**src/rtl/n1_mem_pkg.sv**
```systemverilog
// Shared defaults and types for the n1 single-port RAM arbiter.
package n1_mem_pkg;

  localparam int N1_ADDR_W = 8;
  localparam int N1_DATA_W = 16;

  // Bit positions inside the one-hot grant vector produced by n1_arb_pick.
  localparam int GNT_LDR = 0;
  localparam int GNT_DAT = 1;
  localparam int GNT_FET = 2;

  typedef enum logic [1:0] {OWN_NONE, OWN_LDR, OWN_DAT, OWN_FET} owner_e;

  typedef enum logic {ST_RUN, ST_LOAD} state_e;

endpackage

```
**src/rtl/n1_arb_pick.sv**
```systemverilog
// Combinational priority picker: loader always wins, the core only outside LOAD,
// data over fetch unless fetch has been promoted by the starvation guard.
module n1_arb_pick
  import n1_mem_pkg::*;
(
  input  logic       ldr_req,
  input  logic       dat_req,
  input  logic       fet_req,
  input  logic       load_mode,
  input  logic       fet_promote,
  output logic [2:0] gnt_oh
);

  always_comb begin
    gnt_oh = '0;
    if (ldr_req) begin
      gnt_oh[GNT_LDR] = 1'b1;
    end else if (!load_mode) begin
      if (fet_req && fet_promote) begin
        gnt_oh[GNT_FET] = 1'b1;
      end else if (dat_req) begin
        gnt_oh[GNT_DAT] = 1'b1;
      end else if (fet_req) begin
        gnt_oh[GNT_FET] = 1'b1;
      end
    end
  end

endmodule

```
**src/rtl/n1_mem_arbiter.sv**
```systemverilog
// Shares one write-first synchronous RAM between loader, data and fetch ports.
// Define N1_ARB_STARVE_EN to build the fetch starvation counter and promotion.
module n1_mem_arbiter
  import n1_mem_pkg::*;
#(
  parameter int ADDR_W     = N1_ADDR_W,
  parameter int DATA_W     = N1_DATA_W,
  parameter int STARVE_MAX = 4
) (
  input  logic              clk,
  input  logic              rst,
  input  logic              ldr_req,
  input  logic              ldr_we,
  input  logic [ADDR_W-1:0] ldr_addr,
  input  logic [DATA_W-1:0] ldr_wdata,
  output logic              ldr_gnt,
  output logic              ldr_rvalid,
  input  logic              fet_req,
  input  logic [ADDR_W-1:0] fet_addr,
  output logic              fet_gnt,
  output logic              fet_rvalid,
  input  logic              dat_req,
  input  logic              dat_we,
  input  logic [ADDR_W-1:0] dat_addr,
  input  logic [DATA_W-1:0] dat_wdata,
  output logic              dat_gnt,
  output logic              dat_rvalid,
  output logic [DATA_W-1:0] rdata,
  output logic              mem_en,
  output logic              mem_we,
  output logic [ADDR_W-1:0] mem_addr,
  output logic [DATA_W-1:0] mem_wdata,
  input  logic [DATA_W-1:0] mem_rdata,
  output logic              load_mode
);

  state_e state_q, state_d;
  owner_e owner_q, owner_d;
  logic   pending_q, pending_d;
  logic   fet_promote;
  logic   [2:0] gnt_oh;

  // Nothing is granted while reset is held, even if requests are pending.
  assign load_mode = !rst && ((state_q == ST_LOAD) || ldr_req);

  n1_arb_pick u_pick (
    .ldr_req     (ldr_req && !rst),
    .dat_req     (dat_req && !rst),
    .fet_req     (fet_req && !rst),
    .load_mode   (load_mode),
    .fet_promote (fet_promote),
    .gnt_oh      (gnt_oh)
  );

  assign ldr_gnt = gnt_oh[GNT_LDR];
  assign dat_gnt = gnt_oh[GNT_DAT];
  assign fet_gnt = gnt_oh[GNT_FET];

  always_comb begin
    state_d = state_q;
    case (state_q)
      ST_RUN:  if (ldr_req)  state_d = ST_LOAD;
      ST_LOAD: if (!ldr_req) state_d = ST_RUN;
      default: state_d = ST_RUN;
    endcase
  end

  always_comb begin
    owner_d   = OWN_NONE;
    mem_we    = 1'b0;
    mem_addr  = '0;
    mem_wdata = '0;
    if (gnt_oh[GNT_LDR]) begin
      owner_d   = OWN_LDR;
      mem_we    = ldr_we;
      mem_addr  = ldr_addr;
      mem_wdata = ldr_wdata;
    end else if (gnt_oh[GNT_DAT]) begin
      owner_d   = OWN_DAT;
      mem_we    = dat_we;
      mem_addr  = dat_addr;
      mem_wdata = dat_wdata;
    end else if (gnt_oh[GNT_FET]) begin
      owner_d   = OWN_FET;
      mem_addr  = fet_addr;
    end
    mem_en    = |gnt_oh;
    pending_d = mem_en && !mem_we;
  end

  always_ff @(posedge clk) begin
    if (rst) begin
      state_q   <= ST_RUN;
      owner_q   <= OWN_NONE;
      pending_q <= 1'b0;
    end else begin
      state_q   <= state_d;
      owner_q   <= owner_d;
      pending_q <= pending_d;
    end
  end

  // Read data lands one cycle after the grant; tag it for the recorded owner.
  assign rdata      = mem_rdata;
  assign ldr_rvalid = !rst && pending_q && (owner_q == OWN_LDR);
  assign dat_rvalid = !rst && pending_q && (owner_q == OWN_DAT);
  assign fet_rvalid = !rst && pending_q && (owner_q == OWN_FET);

`ifdef N1_ARB_STARVE_EN
  localparam int CNT_W = $clog2(STARVE_MAX + 1);

  logic [CNT_W-1:0] starve_q, starve_d;

  always_comb begin
    starve_d = starve_q;
    if (load_mode || fet_gnt) begin
      starve_d = '0;
    end else if (fet_req && (starve_q < CNT_W'(STARVE_MAX))) begin
      starve_d = starve_q + CNT_W'(1);
    end
  end

  always_ff @(posedge clk) begin
    if (rst) begin
      starve_q <= '0;
    end else begin
      starve_q <= starve_d;
    end
  end

  assign fet_promote = (starve_q >= CNT_W'(STARVE_MAX));
`else
  // Without the guard the threshold has no meaning; fetch is never promoted.
  assign fet_promote = 1'b0 && (STARVE_MAX > 0);
`endif

endmodule

```
**config.mk**
```make
export PLATFORM = sky130hd
export DESIGN_NAME = n1_mem_arbiter
export DESIGN_NICKNAME = d
export VERILOG_FILES = /design/src/rtl/n1_mem_pkg.sv /design/src/rtl/n1_arb_pick.sv /design/src/rtl/n1_mem_arbiter.sv
export SDC_FILE = /design/constraint.sdc
export NUM_CORES = 1
export LEC_CHECK = 0
export ABC_AREA = 1
export BUFFER_PORTS_ARGS = -buffer_cell sky130_fd_sc_hd__buf_4
export CAP_MARGIN = 20
export CORE_MARGIN = 2
export CORE_UTILIZATION = 28
export CTS_BUF_LIST = sky130_fd_sc_hd__clkbuf_16
export DETAILED_ROUTE_END_ITERATION = 7
export MAX_ROUTING_LAYER = met4
export PLACE_DENSITY = 0.76
export SETUP_SLACK_MARGIN = 0.2
export SYNTH_ARGS = -nofsm -noshare
export SYNTH_HDL_FRONTEND = slang
export SYNTH_HIERARCHICAL = 1
export SYNTH_SLANG_ARGS = --single-unit
```
**constraint.sdc**
```tcl
create_clock -name clk -period 1.3 [get_ports clk]
set_clock_uncertainty 0.05 [all_clocks]
set_input_delay 0.13 -clock clk [delete_from_list [all_inputs] [get_ports clk]]
set_output_delay 0.13 -clock clk [all_outputs]
set_load 0.005 [all_outputs]
```
==> results by group <==
Logic synthesis
  • Post-synthesis sequential area ratio: 8.38%
  • Yosys cell types: 18
  • Mean post-synth cell area: 5.76 µm²
  • Ys Warns: 6
  • Synth Instances: 166
  • Register bit count reported by yosys: 4
  • Synthesized area: 956 µm²

Die
  • I/O pin count: 128
  • Initial Util: 28.9%
  • Row count: 21
  • Core region area: 3310 µm²
  • Die ar.: 3900 µm²
  • Chip height: 62.4 µm
  • Die width: 62.4 µm

Layout
  • Final instance area: 1820 µm²
  • Filler cell count: 357
  • FF+latch area: 81.3 µm²
  • Most frequent cells in the layout: 94 x buf_4, 48 x nand2_1, 19 x nand3_1
  • Area of the multi-input gates: 654 µm²
  • P&R area growth vs syn: 90.3%
  • Ant. Diodes: 0
  • Layout Nets: 334
  • Layout cells sized above 1: 59.7%
  • Most common cell after layout, fill and taps aside: buf_4

Global routing
  • Total gr overflow: 0
  • GRT Overall Usage: 16.5%
  • Initial antenna violation count: 0
  • Vias in the first global route: 1224
  • Largest net degree at the start of global routing: 27
  • First-pass GRT wire length: 5100 µm

STA
  • Tcrit/Tclk final: 127%
  • Fin. Hold Viols: 0
  • Setup TNS: -7.58 ns
  • Slew Limit Fails: 0
  • Final setup fails: 29
  • Worst Setup Slack, final: -0.346 ns
  • RSZ-0062 raised after global routing: yes
  • Post-layout minimum cycle time: 1.65 ns
  • Achievable Freq: 0.607 GHz

Setup path
  • Crit path max-delay cell type: dfxtp_1
  • Critical Path Sink Type: primary output
  • Max FO, Critical Path: 7
  • Most frequent CP cell: buf_6
  • CP arrival: 1.47 ns
  • CP Class: flip-flop to primary output
  • CP Data Required Time: 1.12 ns
  • Critical Path Source: state_q$_SDFF_PP0_
  • R2r startpoint: state_q$_SDFF_PP0_
  • Slowest stage delay, CP: 0.29 ns
  • CP Launch Type: flip-flop
  • Worst-path cell chain: nor2_1 -> nor2_1 -> nor2_2 -> inv_2 -> nor2_4 -> buf_6 -> buf_6 -> nand3_2 -> nand3_2 -> buf_6

Clocking
  • Root buf cell: clkbuf_16
  • Sink Count: 4
  • CTS tree: built
  • Clock slew at reported path FFs: 0.03 ns
  • CTS Buf Count: 3
  • Worst skew pair latency: 0.22 ns
  • CTS max path bufs: 2
  • H-Tree Depth: 1

Routing
  • Total Wirelength: 3220 µm
  • Wire length per cell: 10.8 µm
  • Detail Route Antenna Nets: 0
  • Pre-antenna DRT Iters: 4
  • Via count: 1287
  • Drt drc: 0
  • DRT iter0 DRCs: 36
  • Vias per cell: 4.30

Outcome
  • Failing checks: negative setup slack
  • Status: complete, but fails checks

Power and ir drop
  • Peak VDD IR: 0.348 mV
  • Static leakage: 1.03 nW
  • PwrDens: 604 nW/µm²

Placed design
  • Detail Placement HPWL: 2310 µm
  • Dpl cell area: 1590 µm²
  • Port Buffer Count: 95
  • Routability congestion estimate: 0.694

Min path
  • Hold Path Class: primary input to flip-flop
  • Hold path startpoint: ldr_req

Run
  • Max-cap check violation count: 0
==> logic make-up after synthesis <==
logic type	synth area share [%]
other cells	0.392
simple gates	58.4
buf+inv	32.9
flops	8.38
==> where the power goes <==
group          internal [mW]  leakage [nW]  total, mW  switching (mW)
clock network          0.393        0.0370      0.477          0.0847
registers              0.132        0.0334      0.136         0.00402
logic                  0.287         0.963      0.485           0.198
==> metrics by stage <==
stage               setup slack [ns]  utilization [%]  hold slack, ns  total power [mW]  cells
floorplan                    -0.0256                -           0.205             0.363    167
global placement              -0.102             48.0           0.210             0.565    291
detailed placement            -0.153             48.0           0.210             0.570    291
CTS                           -0.347             52.9           0.123              1.09    297
global route                  -0.466             55.0           0.156              1.16    299
finish                        -0.346             55.0           0.126              1.10    299
==> sequential cells by signal (all words and copies together), names as in the netlist <==
name       cells
pending_q      1
owner_q        2
state_q        1
==> critical path, delay by kind of cell (launching register included) <==
kind | cells | cell delay [ns]
flops | 1 | 0.29
simple gates | 6 | 0.56
buf+inv | 4 | 0.41
==> cell usage after synthesis (all sizes together) <==
library cell,instances,area [µm²]
clkbuf,1,7.51
buf,26,234
conb,1,3.75
nand2,56,210
nand3,33,215
inv,18,72.6
dfxtp,4,80.1
nor2,23,108
nor3,4,25.0
==> layout make-up <==
cell class | count | share of cell area (%)
clock buffers | 3 | 4.13
inverters | 18 | 3.99
multi-input cells | 119 | 36.0
flip-flops and latches | 4 | 4.47
well taps | 46 | 3.16
repair buffers | 109 | 48.3
==> layer usage <==
metal	track usage, %	share of wire, %	vias to the layer above
li1	-	-	665
met1	16.5	37	551
met2	30.9	52	63
met3	3.78	8.7	8
met4	6.39	2.3	0
met5	-	0	-
==> path summary, 6_finish.rpt <==
path	cells after the start	end	slack [ns]
setup / recovery	10	mem_addr[1]	-0.35
hold reg to reg	8	owner_q[1]$_SDFF_PP0_	0.94
setup reg to reg	10	owner_q[0]$_SDFF_PP0_	-0.04
hold / removal	3	state_q$_SDFF_PP0_	0.13
==> repair_timing <==
item / 4_1_cts / 5_1_grt
gates resized for setup: 19 / 16
buffers inserted: 1 / 2
setup endpoints to repair: 33 / 35
pin swaps: 6 / 9
endpoints found under the hold margin: 0 / 0
cloned: 2 / 0
hold buffers: 0 / 0
No activity file was read; power rests on OpenSTA's default activity.
